File: src/rtl/parity_check_stream.sv
// Streaming odd/even parity checker with a registered output stage and error status.
// Define PARITY_CHECK_DROP_EN to drop erroneous words instead of forwarding them.
module parity_check_stream #(
  parameter int DATA_W    = 4,
  parameter int CNT_W     = 8,
  parameter int ALARM_THR = 3
) (
  input  logic              clk,
  input  logic              rst_n,
  input  logic              odd_mode,
  input  logic              clr,
  input  logic              in_valid,
  output logic              in_ready,
  input  logic [DATA_W-1:0] in_data,
  input  logic              in_parity,
  output logic              out_valid,
  input  logic              out_ready,
  output logic [DATA_W-1:0] out_data,
  output logic              out_err,
  output logic [CNT_W-1:0]  err_count,
  output logic              err_sticky,
  output logic              alarm
);

  localparam logic [CNT_W-1:0] CNT_MAX = {CNT_W{1'b1}};
  localparam logic [CNT_W-1:0] THR     = CNT_W'(ALARM_THR);

  logic             accept;
  logic             word_err;
  logic             load;
  logic             load_err;
  logic [CNT_W-1:0] run_cnt;
  logic [CNT_W-1:0] run_inc;
  logic [CNT_W-1:0] err_inc;

  assign in_ready = ~out_valid | out_ready;
  assign accept   = in_valid & in_ready;
  assign word_err = odd_mode ? ~^{in_data, in_parity} : ^{in_data, in_parity};
  assign run_inc  = (run_cnt == CNT_MAX) ? run_cnt : run_cnt + CNT_W'(1);
  assign err_inc  = (err_count == CNT_MAX) ? err_count : err_count + CNT_W'(1);

`ifdef PARITY_CHECK_DROP_EN
  assign load     = accept & ~word_err;
  assign load_err = 1'b0;
`else
  assign load     = accept;
  assign load_err = word_err;
`endif

  // Single output register; a reload during the output handshake keeps out_valid high.
  always_ff @(posedge clk or negedge rst_n) begin
    if (!rst_n) begin
      out_valid <= 1'b0;
      out_data  <= '0;
      out_err   <= 1'b0;
    end else if (load) begin
      out_valid <= 1'b1;
      out_data  <= in_data;
      out_err   <= load_err;
    end else if (out_valid && out_ready) begin
      out_valid <= 1'b0;
    end
  end

  // Status tracking; clr wins over an erroneous accept in the same cycle.
  always_ff @(posedge clk or negedge rst_n) begin
    if (!rst_n) begin
      err_count  <= '0;
      run_cnt    <= '0;
      err_sticky <= 1'b0;
      alarm      <= 1'b0;
    end else if (clr) begin
      err_count  <= '0;
      run_cnt    <= '0;
      err_sticky <= 1'b0;
      alarm      <= 1'b0;
    end else if (accept) begin
      if (word_err) begin
        err_count  <= err_inc;
        run_cnt    <= run_inc;
        err_sticky <= 1'b1;
        if (run_inc == THR) begin
          alarm <= 1'b1;
        end
      end else begin
        run_cnt <= '0;
      end
    end
  end

endmodule
File: config.mk
export PLATFORM = sky130hd
export DESIGN_NAME = parity_check_stream
export DESIGN_NICKNAME = d
export VERILOG_FILES = /design/src/rtl/parity_check_stream.sv
export SDC_FILE = /design/constraint.sdc
export NUM_CORES = 1
export LEC_CHECK = 0
export BUFFER_PORTS_ARGS = -buffer_cell sky130_fd_sc_hd__buf_4
export CAP_MARGIN = 0
export CORE_MARGIN = 5
export CORE_UTILIZATION = 25
export CTS_CLUSTER_DIAMETER = 30
export CTS_CLUSTER_SIZE = 16
export DETAILED_ROUTE_END_ITERATION = 6
export GPL_ROUTABILITY_DRIVEN = 0
export SYNTH_ARGS = -nofsm -noshare
export SYNTH_HDL_FRONTEND = slang
export SYNTH_SLANG_ARGS = --single-unit
File: constraint.sdc
create_clock -name clk -period 3.3 [get_ports clk]
set_clock_uncertainty 0.05 [all_clocks]
set_input_delay 0.495 -clock clk [delete_from_list [all_inputs] [get_ports clk]]
set_output_delay 0.495 -clock clk [all_outputs]
set_load 0.02 [all_outputs]
Yosys cells after proc, flatten, opt, wreduce, memory -nomap -nowiden. Index checks and enable logic that the tools add are counted.

Bits in registers: 24. Bits in latches: 0. Memory bits (writable): 0. Memory bits (read-only): 0. Input bits: 11. Output and inout port bits: 17. Logic and storage cells: 44. Memories kept: 0.

Add/subtract/negate cells: 2. $mul: 0. Divide/modulo/power cells: 0. $lt $le $gt $ge: 0. Eq/ne operators: 4. Shift operators: 0. Multiplexer cells: 18. Bitwise operators: 3. Reduce and logical (&&, ||, !) cells: 10.

Operator list (count): two-way mux 8 bit (8); adder 8 x 1 -> 8 bit, second input constant (2); equality test 8 bit, second input constant (2); two-way mux 1 bit (10); equality test 8 x 2 -> 1 bit, second input constant (1); nonzero test 2 bit (4); AND reduction 3 bit (2); XNOR reduction 5 bit (1); parity 5 bit (1); != test 2 bit, second input constant (1); AND reduction 2 bit (1); bitwise AND 1 bit (1); logical AND 1 bit (1); inverter 1 bit (1); OR 1 bit (1).

Logic depth before layout (Yosys ltp).
Word-level depth: 7. Gate-level depth with buffers: 7.

Worst setup path after synthesis. Ideal clock, no wire load.

Path kind: input port to flip-flop. From: input in_parity. To: register err_count[5]. Arrival time: 2.229 ns. Required time: 3.172 ns. Path slack: 0.943 ns. Stages: 6. Path buffers: 1. Cell sequence: xor2_1 > xnor3_2 > or3_1 > buf_6 > or4_1 > a21oi_1.

Word-level cells in the longest chain between the ends: 4.

Ends and longest elaborated chain: from (decl) (line 15) `input logic in_parity,`; parity 5 bit or XNOR reduction 5 bit (tied branches) (line 38) `assign word_err = odd_mode ? ~^{in_data, in_parity} : ^{in_data, in_parity};`; two-way mux 1 bit * (line 38); nonzero test 2 bit (no line) *; AND reduction 3 bit (no line) *; to (signal assigned) (line 79) `err_count <= err_inc;`; to (decl) (line 20) `output logic [CNT_W-1:0] err_count,`.

Mark *: on every way between the ends. The rest lies on a longest branch, timed or not. A chain may end at the register's enable or synchronous reset.

Worst setup path in the final report.
From: input in_data[0]. To: register err_count[7].

Word-level cells in the longest chain between the ends: 4.

Ends and longest elaborated chain: from (decl) (line 14) `input logic [DATA_W-1:0] in_data,`; parity 5 bit or XNOR reduction 5 bit (tied branches) (line 38); two-way mux 1 bit * (line 38); nonzero test 2 bit (no line) *; AND reduction 3 bit (no line) *.

Marks and branches as above.

==> metrics.yaml <==
status: "finished, final reports clean"
start_kind: "primary input"
hold_class: "in2async"
synth.top_cell.area_share_pct: 46.3
synth_warnings: 0
numCtsBuffers: 3
cts_tree: "yes"
io_buffers: 27
antenna_cells: 0
crit_buf_inv: 1
die-height_um: 82.0
p_clk_share_pct: 36.3
yosys-top-cells-area: "dfrtp_1, nor2_1, mux2_2"
avgSynthCellArea_um2: 9.75
globalRouteTotalUtil_pct: 9.48
slowest_stage: "or4_1"
cell_internal_pwr_uw: 536
synth.cell_area_um2: 1300
placed_area_um2: 1560
reg2reg_from: "out_valid"
final_net_count: 173
cp_data_required_time_ns: 3.46
cts_buffer_depth: 2
worstPathMaxFanout: 8
cap_viol_max_count: 0
vias_per_cell: 4.69
synth_largest_area_cell: "dfrtp_1"
path_class: "in2reg"
post_cts_buffers: 0
synthCells: 133
drtAntennaViolNets: 0
cp-endpoint: "err_count[7]"
synth_edf_count: 0
htreeDepth: 1
net-switching-power_uw: 188
slew_violations: 0
period_minus_slack_ns: 2.28
arrival_ns: 2.44
r2r_cells: 5
wl_mm: 2.85
clkTransAtPathRegs_ns: 0.09
antenna_found_initial: 0
leakagePower_uw: 0.000739
first_pass_iters: 4
grt_pass1_wl_mm: 5.03
async_flop_share_pct: 100
path_depth: 6
dp.cells: 225
ctsHoldBuffers: 0
final_cell_area_um2: 1630
reg2reg_to: "err_count[7]"
clk_latency_ns: 0.28
cts_root_buf: "clkbuf_8"
grt_max_degree: 25
synth_seq_cells: 24
io_pins: 28
switching_share_pct: 26.0
drc_errors: 0
grt_pass1_vias: 1079
synth.distinct_cells: 35
hold_viol: 0
setup_viol: 0
syn2layout_area_growth_pct: 25.9
tightest_slew_ns: 0.477
layout_common_cells: "buf_4, dfrtp_1, nor2_1, nand2_1, a21oi_1"
crit_family: "simple AND/OR/NAND/NOR gates"
initialDrtViolationCount: 126
std_cell_rows: 26
worstSetupEndpointType: "register"
die_area_um2: 6720
power_density_nw_per_um2: 444
reg2reg_slack_ns: 1.04
dieWidth_um: 82.0
ys.flop_type: "dfrtp_1"
pwr-share-comb_pct: 18.9
path_cells: "buf_4 > xor2_1 > xnor3_2 > or3_1 > or4_1 > a21oi_1"
ctsResizeCount: 0
seq_area_frac_synth_pct: 46.3
pwr-share-seq_pct: 44.8
syn-num-nets: 146
gr-total-overflow: 0
rsz0062_at_grt: "no"
vias: 1075
core_um2: 5070
clock.fmax_mhz: 438
cts_sinks: 24
dp_hpwl_mm: 2.07
drive_gt1_share_pct: 23.3
startpoint: "in_data[0]"
fin_cells: 229
start_util_pct: 25.5
setup-tns-final_ns: 0
vdd_drop_max_mv: 0.176
final_common_cell: "buf_4"
slew_headroom_pct: 68.0
slowest_delay_ns: 0.53
fin_crit_sh_pct: 69.2
avgRoutedWirePerCell_um: 12.5
-- logic make-up after synthesis --
| logic type | Yosys count | share of synthesized area, % |
|---|---|---|
| adders and majority gates | 2 | 1.93 |
| muxes | 6 | 5.02 |
| DFF | 24 | 46.3 |
| xor gates and xnor gates | 9 | 7.24 |
| and+or+nand+nor | 57 | 22.7 |
| AOI/OAI and AO/OA | 27 | 13.9 |
| buffers and inverters | 8 | 2.90 |
-- how the worst min path moves through the flow --
stage / depth (start not counted) / endpoint / slack (ns)
finish: 1 / err_count[0] / 0.04
global route: 1 / err_count[2] / 0.07
CTS: 1 / err_count[0] / 0.07
detailed placement: 1 / err_count[0] / 0.37
global placement: 1 / err_count[0] / 0.37
floorplan: 0 / alarm / 0.15
-- worst reg2reg max path: stages, from the launching register on --
cell,delay [ns]
dfrtp_1,0.40
nand2b_1,0.14
nand2_1,0.31
or3_1,0.60
or4_1,0.53
a21oi_1,0.15
-- final cells by class --
cell class	instances	area, um2
inverter	3	11.3
timing repair buffer	27	203
clock inverter	1	30.0
sequential	24	601
clock buffer	3	41.3
fill	541	3440
tap	70	87.6
multi-input combinational	101	658
-- metrics by stage --
step                worst slack (ns)  util (%)  power, uW  hold slack [ns]
floorplan                      0.943         -        414            0.149
global placement               0.757      30.7        466            0.366
detailed placement             0.711      30.7        469            0.367
CTS                             1.01      32.1        730           0.0652
global route                   0.913      32.1        759           0.0660
finish                          1.02      32.1        724           0.0434
-- state kept, by name, indices dropped and copies added, names as in the netlist --
register / count
err_count: 8
out_valid: 1
out_err: 1
alarm: 1
out_data: 4
run_cnt: 8
err_sticky: 1
-- routing by layer --
metal,GRT usage [%],vias to the layer above,routed length [um],part of all wire [%]
met1,12.4,504,1400,49
met5,0,-,0,0
met4,4.98,0,76,2.7
li1,-,536,-,-
met2,15.1,30,1230,43
met3,1.32,5,140,4.9
-- cell usage after synthesis, types with 2 or more instances --
cell      count
o21ai_0       4
or4_1         4
dfrtp_1      24
o31ai_1       3
ha_1          2
mux2i_1       2
nor3b_1       2
xnor2_1       5
nand4_1       2
xor2_1        3
a21o_1        2
or3_1         2
nor3_1        5
and2_1        2
and3_1        2
o21a_1        3
nor4_1        3
a21oi_1       7
inv_1         3
nor2_1       13
a31oi_1       2
clkbuf_1      4
nand2_1      11
nand2b_1      3
mux2_2        4
o22a_1        2
nand3_1       6
-- power groups by stage --
stage | sequential [uW] | combinational [uW] | clock, uW
global route | 327 | 151 | 280
finish | 324 | 136 | 263
CTS | 325 | 139 | 266
floorplan | 349 | 65.1 | 0
global placement | 330 | 136 | 0
detailed placement | 330 | 139 | 0
(Power assumes the default switching activity.)
